`config.mk`:
```
export PLATFORM = sky130hd
export DESIGN_NAME = cmos_cgate_pipe
export DESIGN_NICKNAME = d
export VERILOG_FILES = /design/src/rtl/cmos_cgate_pipe.sv
export SDC_FILE = /design/constraint.sdc
export NUM_CORES = 1
export LEC_CHECK = 0
export BUFFER_PORTS_ARGS = -buffer_cell sky130_fd_sc_hd__buf_4
export CORE_MARGIN = 2
export CORE_UTILIZATION = 55
export DETAILED_ROUTE_END_ITERATION = 16
export GPL_TIMING_DRIVEN = 1
export PLACE_DENSITY = 0.79
export SYNTH_ARGS = -nofsm -noshare
export SYNTH_HDL_FRONTEND = slang
export SYNTH_SLANG_ARGS = --single-unit
```
`constraint.sdc`:
```
create_clock -name clk -period 4.9 [get_ports clk]
set_input_delay 0 -clock clk [delete_from_list [all_inputs] [get_ports clk]]
set_output_delay 0 -clock clk [all_outputs]
set_load 0.02 [all_outputs]
```
`src/rtl/cmos_cgate_pipe.sv`:
```
// cmos_cgate_pipe: two-stage valid/ready pipeline around a WIDTH-bit six-input complex gate
// with four function modes and a saturating output-toggle counter.
module cmos_cgate_pipe #(
  parameter int WIDTH = 8,
  parameter int CNT_W = 16
) (
  input  logic             clk,
  input  logic             rst_n,
  input  logic             in_valid,
  output logic             in_ready,
  input  logic [1:0]       mode,
  input  logic [WIDTH-1:0] a,
  input  logic [WIDTH-1:0] b,
  input  logic [WIDTH-1:0] c,
  input  logic [WIDTH-1:0] d,
  input  logic [WIDTH-1:0] e,
  input  logic [WIDTH-1:0] f,
  output logic             out_valid,
  input  logic             out_ready,
  output logic [WIDTH-1:0] y,
  input  logic             cnt_clr,
  output logic [CNT_W-1:0] toggle_cnt
);
  localparam int PC_W = $clog2(WIDTH + 1);
  localparam int SUM_W = (CNT_W > PC_W ? CNT_W : PC_W) + 1;
  localparam logic [CNT_W-1:0] CNT_MAX = '1;
  logic             s1_valid, s2_load, accept, hs;
  logic [1:0]       s1_mode;
  logic [WIDTH-1:0] s1_a, s1_b, s1_c, s1_d, s1_e, s1_f;
  logic [WIDTH-1:0] pos, y_next, y_last;
  logic [PC_W-1:0]  delta;
  logic [SUM_W-1:0] sum;
  logic [CNT_W-1:0] cnt_next;
  assign s2_load  = s1_valid & (!out_valid | out_ready);
  assign in_ready = !s1_valid | s2_load;
  assign accept   = in_valid & in_ready;
  assign hs       = out_valid & out_ready;
  always_comb begin
    pos    = (s1_a | s1_b) & ((s1_c & s1_d) | (s1_e & s1_f));
    y_next = s1_mode == 2'b00 ? ~pos :
             s1_mode == 2'b01 ? pos :
             s1_mode == 2'b10 ? ~((s1_a & s1_b) | ((s1_c | s1_d) & (s1_e | s1_f))) : s1_a;
    delta = '0;
    for (int i = 0; i < WIDTH; i++) delta = delta + PC_W'(y[i] ^ y_last[i]);
    // a clear coinciding with a transfer restarts the count from this transfer's delta
    sum      = SUM_W'(cnt_clr ? '0 : toggle_cnt) + SUM_W'(delta);
    cnt_next = sum > SUM_W'(CNT_MAX) ? CNT_MAX : sum[CNT_W-1:0];
  end
  always_ff @(posedge clk or negedge rst_n) begin
    if (!rst_n) begin
      s1_valid   <= 1'b0;
      s1_mode    <= '0;
      s1_a       <= '0;
      s1_b       <= '0;
      s1_c       <= '0;
      s1_d       <= '0;
      s1_e       <= '0;
      s1_f       <= '0;
      out_valid  <= 1'b0;
      y          <= '0;
      y_last     <= '0;
      toggle_cnt <= '0;
    end else begin
      if (accept) begin
        s1_valid <= 1'b1;
        s1_mode  <= mode;
        s1_a     <= a;
        s1_b     <= b;
        s1_c     <= c;
        s1_d     <= d;
        s1_e     <= e;
        s1_f     <= f;
      end else if (s2_load) s1_valid <= 1'b0;
      if (s2_load) begin
        y         <= y_next;
        out_valid <= 1'b1;
      end else if (hs) out_valid <= 1'b0;
      if (hs) begin
        y_last     <= y;
        toggle_cnt <= cnt_next;
      end else if (cnt_clr) toggle_cnt <= '0;
    end
  end
endmodule

```
-- Word-level counts from Yosys, hierarchy flattened
Index checks and enable logic that the tools add are counted.
- bits in writable memories: 0
- ROM bits: 0
- input bits: 55
- output and inout port bits: 26
- flip-flop bits (word level): 84
- latch bits: 0
- memories: 0
- divide/modulo/power cells: 0
- add/subtract/negate cells: 8
- shift operators: 0
- equal/unequal tests: 2
- multiplexer cells: 11
- reduce and logical (&&, ||, !) cells: 6
- $mul: 0
- $lt $le $gt $ge: 1
- bitwise logic cells: 25
- operator list (kind ; number):
    $mux W16 ; 4
    $and A8 B8 Y8 ; 5
    $or A8 B8 Y8 ; 5
    $mux W8 ; 3
    $add A16 B4 Y17 ; 1
    $gt A17 B16 Y1 const B ; 1
    $add A4 B1 Y4 ; 4
    $not A8 Y8 ; 2
    $xor A1 B1 Y1 ; 8
    $reduce_bool A2 Y1 ; 3
    $add A3 B1 Y4 ; 1
    $mux W1 ; 4
    $add A2 B1 Y3 ; 1
    $and A1 B1 Y1 ; 3
    $add A1 B1 Y2 ; 1
    $eq A2 B1 Y1 const B ; 1
    $eq A2 B2 Y1 const B ; 1
    $logic_not A1 Y1 ; 2
    $logic_not A2 Y1 ; 1
    $or A1 B1 Y1 ; 2

-- Logic depth before layout (Yosys ltp)
- depth in word-level cells: 12
- mapped depth: 14
- mapped depth without buffers: 13

-- Worst setup path before layout
Ideal clock, no wire load.
- kind: register -> register
- start point: reg y[0]
- end point: reg toggle_cnt[2]
- cell stages (with the launch flop): 15
- setup time: 0.136 ns
- setup slack: 0.684 ns
- arrival time: 4.080 ns
- path buffers: 1
- clock period less this slack: 4.216 ns
- path through: dfrtp_1 > xnor2_1 > fa_1 > inv_1 > fa_1 > inv_1 > fa_1 > inv_1 > fa_1 > fa_1 > a211oi_1 > nor2_1 > nand3_1 > buf_2 > o211ai_1
- longest elaborated chain between the ends: 12
- ends and longest elaborated chain (item ; line ; text):
    start: declaration ; 20 ; output logic [WIDTH-1:0] y,
    start signal: assignment ; 75 ; y <= y_next;
    $xor A1 B1 Y1 * ; 44 ; for (int i = 0; i < WIDTH; i++) delta = delta + PC_W'(y[i] ^ y_last[i]);
    $add A1 B1 Y2 * ; 44 ;
    $add A2 B1 Y3 * ; 44 ;
    $add A3 B1 Y4 * ; 44 ;
    $add A4 B1 Y4 * (4 in a row) ; 44 ;
    $add A16 B4 Y17 * ; 46 ; sum = SUM_W'(cnt_clr ? '0 : toggle_cnt) + SUM_W'(delta);
    $gt A17 B16 Y1 ; 47 ; cnt_next = sum > SUM_W'(CNT_MAX) ? CNT_MAX : sum[CNT_W-1:0];
    $mux W16 * ; 47 ;
    $mux W16 * ; 78 ; if (hs) begin
    end signal: assignment ; 80 ; toggle_cnt <= cnt_next;
    end: declaration ; 22 ; output logic [CNT_W-1:0] toggle_cnt
Mark *: on every way between the ends. The rest lies on a longest branch, timed or not.
A chain may end at the register's enable or synchronous reset.

-- Final worst setup path
- start point: reg y[0]
- end point: reg toggle_cnt[10]
Same word-level chain as after synthesis.

==> impl_results.html <==
<table>
<tr><th>Metric</th><th>Value</th></tr>
<tr><th colspan="2">Placed design</th></tr>
<tr><td>Port Buf Inserts</td><td>80</td></tr>
<tr><td>Final RePlAce weighted congestion</td><td>0.798</td></tr>
<tr><td>HPWL after DPL</td><td>6170 µm</td></tr>
<tr><td>Placed instance area</td><td>4890 µm²</td></tr>
<tr><th colspan="2">Global route</th></tr>
<tr><td>Aggregate global-route resource usage</td><td>24.3%</td></tr>
<tr><td>Via count of the first global-routing pass</td><td>3409</td></tr>
<tr><td>Global-route wire length before repair</td><td>16100 µm</td></tr>
<tr><td>Gr ovfl total</td><td>0</td></tr>
<tr><td>Maximum number of pins on one net before global-route repair</td><td>85</td></tr>
<tr><td>Initial antenna violation count</td><td>0</td></tr>
<tr><th colspan="2">Timing</th></tr>
<tr><td>RSZ-0062 raised after global routing</td><td>false</td></tr>
<tr><td># setup viols final</td><td>0</td></tr>
<tr><td>Final cycle utilization of the critical path</td><td>94.3%</td></tr>
<tr><td>Worst-Margin Slew</td><td>1.13 ns</td></tr>
<tr><td>Final clock skew</td><td>0.00571 ns</td></tr>
<tr><td>Final hold vios</td><td>0</td></tr>
<tr><td>Final Critical Period</td><td>4.62 ns</td></tr>
<tr><td>Maximum frequency from static timing analysis</td><td>0.216 GHz</td></tr>
<tr><td>Final setup TNS</td><td>0 ns</td></tr>
<tr><td>Headroom to the max-slew limit</td><td>24.5%</td></tr>
<tr><td>Slew Limit Fails</td><td>0</td></tr>
<tr><th colspan="2">Power</th></tr>
<tr><td>Standby leakage power</td><td>2.51 nW</td></tr>
<tr><td>PwrDens</td><td>471 nW/µm²</td></tr>
<tr><td>Total design power</td><td>2.65 mW</td></tr>
<tr><td>Max VDD drop</td><td>0.000380 V</td></tr>
<tr><th colspan="2">Worst setup path</th></tr>
<tr><td>Maximum net fanout on the critical path</td><td>12</td></tr>
<tr><td>Worst R2R Setup Slack</td><td>0.28 ns</td></tr>
<tr><td>Critical path class</td><td>reg -&gt; reg</td></tr>
<tr><td>Startpoint Class</td><td>register</td></tr>
<tr><td>WP data required</td><td>5.08 ns</td></tr>
<tr><td>Crit path capture type</td><td>register</td></tr>
<tr><td>Arrival time reported for the critical path endpoint</td><td>4.80 ns</td></tr>
<tr><th colspan="2">Synth</th></tr>
<tr><td>Post-Syn Area per Cell</td><td>11.4 µm²</td></tr>
<tr><td>Library cells used by synthesis</td><td>49</td></tr>
<tr><td>Cell type with the largest total area after synthesis</td><td>sky130_fd_sc_hd__dfrtp_1</td></tr>
<tr><td>Warnings, synthesis</td><td>0</td></tr>
<tr><td>Share of async-settable or async-resettable flops after synthesis</td><td>100%</td></tr>
<tr><td>Fraction of synthesized cell area taken by the top area cell type</td><td>49.7%</td></tr>
<tr><td>Top post-synthesis cells by area</td><td>sky130_fd_sc_hd__dfrtp_1, sky130_fd_sc_hd__mux2_2, sky130_fd_sc_hd__nand2_1</td></tr>
<tr><td>Post-synthesis instance total</td><td>372</td></tr>
<tr><td>Yosys reg bits</td><td>84</td></tr>
<tr><td>Count of flip-flops with a built-in enable after synthesis</td><td>0</td></tr>
<tr><td>Mapped Nets</td><td>438</td></tr>
<tr><td>Post-Syn Area</td><td>4230 µm²</td></tr>
<tr><td>Sequential element share of the synthesized area</td><td>49.7%</td></tr>
<tr><td>Post-synth top flop</td><td>sky130_fd_sc_hd__dfrtp_1</td></tr>
<tr><th colspan="2">Layout</th></tr>
<tr><td>Number of nets in the final layout</td><td>566</td></tr>
<tr><td>Cell area after layout</td><td>5630 µm²</td></tr>
<tr><td>Ratio of cells with drive above 1 in the final layout</td><td>31.3%</td></tr>
<tr><td>Area added between synthesis and finish</td><td>33.0%</td></tr>
<tr><td>Count of inserted antenna diode cells</td><td>0</td></tr>
<tr><th colspan="2">Clocking</th></tr>
<tr><td>TritonCTS buffer count</td><td>9</td></tr>
<tr><td>Clock-pin transition on the worst setup and hold timing paths</td><td>0.08 ns</td></tr>
<tr><td>Master cell of the clock root buffer</td><td>sky130_fd_sc_hd__clkbuf_8</td></tr>
<tr><td>Post-CTS setup buffer count</td><td>0</td></tr>
<tr><td>Clock sink count</td><td>84</td></tr>
<tr><td>Clock latency on the worst-skew pair</td><td>0.35 ns</td></tr>
<tr><td>TritonCTS clock tree</td><td>built</td></tr>
<tr><td>Total number of H-tree levels</td><td>3</td></tr>
<tr><td>Worst-case clock buffer depth</td><td>2</td></tr>
<tr><th colspan="2">Die</th></tr>
<tr><td>I/O pin cnt</td><td>81</td></tr>
<tr><td>Area of the core region</td><td>7370 µm²</td></tr>
<tr><td>Starting density of the core</td><td>57.4%</td></tr>
<tr><td>Die area</td><td>8410 µm²</td></tr>
<tr><td>DIE WIDTH</td><td>91.7 µm</td></tr>
<tr><td>Die Span Y</td><td>91.7 µm</td></tr>
<tr><td>Count of standard-cell rows</td><td>31</td></tr>
<tr><th colspan="2">Worst hold path</th></tr>
<tr><td>Class of the most critical hold timing path</td><td>in -&gt; reg</td></tr>
<tr><th colspan="2">Routing</th></tr>
<tr><td>Vias post-DR</td><td>3453</td></tr>
<tr><td>Detailed-route wire length</td><td>9840 µm</td></tr>
<tr><td>Number of nets with antenna violations after detailed routing</td><td>0</td></tr>
<tr><td>Mean routed wirelength per cell</td><td>16.3 µm</td></tr>
<tr><td>Average vias per placed instance</td><td>5.73</td></tr>
<tr><td>Number of design rule violations left after detail routing</td><td>0</td></tr>
<tr><td>Total iterations of the first detailed-routing run</td><td>4</td></tr>
<tr><td>Iteration-0 DRC Markers</td><td>171</td></tr>
<tr><th colspan="2">Run status</th></tr>
<tr><td>Outcome</td><td>complete, no violations</td></tr>
<tr><th colspan="2">Job</th></tr>
<tr><td>Max_cap viols</td><td>0</td></tr>
</table>
-- Yosys cell counts (all sizes together), types with 4 or more instances --
cell     n
o31ai    7
xor2     4
o311ai   6
clkbuf  10
and2    10
ha       6
a21oi   19
nand2   32
o22ai    7
mux2    58
nor4     4
o21ai   13
nand3   11
a22oi    8
fa       5
nor2    12
buf      6
xnor2    7
nor2b    5
inv     10
dfrtp   84
o32a     7
-- stage by stage --
step                setup WS, ns  hold slack, ns  utilization [%]  std cells
global route              0.0516          0.0344             76.4        603
global placement           0.453           0.220             66.4        535
detailed placement         0.272           0.221             66.4        535
CTS                        0.276         0.00199             76.4        603
floorplan                  0.684          -0.296                -        372
finish                     0.280          0.0137             76.4        603
-- critical path, cell delays in order (launching register included) --
cell                       delay [ns]
sky130_fd_sc_hd__dfrtp_1         0.43
sky130_fd_sc_hd__xnor2_1         0.17
sky130_fd_sc_hd__fa_1            0.54
sky130_fd_sc_hd__inv_1           0.05
sky130_fd_sc_hd__fa_1            0.53
sky130_fd_sc_hd__inv_1           0.06
sky130_fd_sc_hd__fa_1            0.54
sky130_fd_sc_hd__inv_1           0.06
sky130_fd_sc_hd__fa_1            0.48
sky130_fd_sc_hd__fa_1            0.44
sky130_fd_sc_hd__a211oi_1        0.38
sky130_fd_sc_hd__nor2_1          0.17
sky130_fd_sc_hd__nand3_1         0.36
sky130_fd_sc_hd__o311ai_0        0.24
-- area by class of cell --
type	count	area [µm²]
sequential	84	2100
inverter	10	37.5
clock inverter	5	77.6
tap	99	124
clock buffer	10	128
multi-input combinational	262	2030
fill	484	1740
timing repair buffer	133	1130
-- power by group --
part           internal [mW]  switching, mW  total (mW)  leakage, nW
Combinational          0.588          0.605        1.19         1.38
Sequential             0.820          0.111       0.931         1.02
Clock                  0.283          0.243       0.526        0.102
Total                   1.69          0.959        2.65         2.51
-- metal layers --
metal	global-route usage (%)	up-vias	part of all wire (%)
met3	5.09	14	5.4
met1	32.1	1700	43
met2	40.1	108	51
met4	7.96	0	1.4
li1	-	1631	-
met5	0	-	0
-- what timing repair did --
item                                    CTS  global route
hold buffers                             53             0
endpoints found under the setup margin    0             0
resized for setup                         0             0
endpoints found under the hold margin   137             0
-- cells in the final DEF, fill, tap and decap left out, types with 3 or more instances in the layout --
master                          Yosys  routed
sky130_fd_sc_hd__a22oi_1            8       8
sky130_fd_sc_hd__nor2b_1            5       5
sky130_fd_sc_hd__o31ai_1            7       7
sky130_fd_sc_hd__nand3_1           11      11
sky130_fd_sc_hd__nand2b_1           3       3
sky130_fd_sc_hd__inv_1             10      10
sky130_fd_sc_hd__o32a_1             7       7
sky130_fd_sc_hd__dfrtp_1           84      84
sky130_fd_sc_hd__mux2_2            58      58
sky130_fd_sc_hd__o22ai_1            7       7
sky130_fd_sc_hd__xor2_1             4       4
sky130_fd_sc_hd__dlygate4sd3_1      0      53
sky130_fd_sc_hd__nor2_1            12      12
sky130_fd_sc_hd__o21ai_0           13      13
sky130_fd_sc_hd__a31oi_1            3       3
sky130_fd_sc_hd__buf_4              0      80
sky130_fd_sc_hd__ha_1               6       6
sky130_fd_sc_hd__nand2_1           31      30
sky130_fd_sc_hd__fa_1               5       5
sky130_fd_sc_hd__nor4_1             4       4
sky130_fd_sc_hd__xnor2_1            7       7
sky130_fd_sc_hd__o311ai_0           6       6
sky130_fd_sc_hd__and2_1            10      10
sky130_fd_sc_hd__clkbuf_8           0       9
sky130_fd_sc_hd__a21oi_1           19      19
-- sequential cells by signal (all words and copies together) (netlist names) --
name        cells
s1_valid        1
y               8
s1_b            8
s1_d            8
s1_c            8
out_valid       1
toggle_cnt     16
s1_e            8
s1_f            8
y_last          8
s1_mode         2
s1_a            8
-- worst paths after layout --
| check | cells past startpoint | end | start |
|---|---|---|---|
| worst max-delay path | 13 | toggle_cnt[10] | y[0] |
| worst max register to register | 13 | toggle_cnt[10] | y[0] |
| worst min register to register | 1 | out_valid | s1_valid |
| worst min-delay path | 3 | out_valid | out_ready |
| max in group asynchronous | 2 | s1_a[2] | rst_n |
| min in group asynchronous | 2 | toggle_cnt[14] | rst_n |
-- cells by family (layout without fill, tap and decap cells) --
family,Yosys count,in the layout,share of synthesized area [%]
flops,84,84,49.7
buf+inv,26,158,2.48
fa+ha+maj,11,11,4.14
mux,60,60,15.9
simple gates,95,95,11.6
compound gates,85,85,13.9
xor+xnor,11,11,2.28
Note: power is estimated with default switching activity, not from simulation.
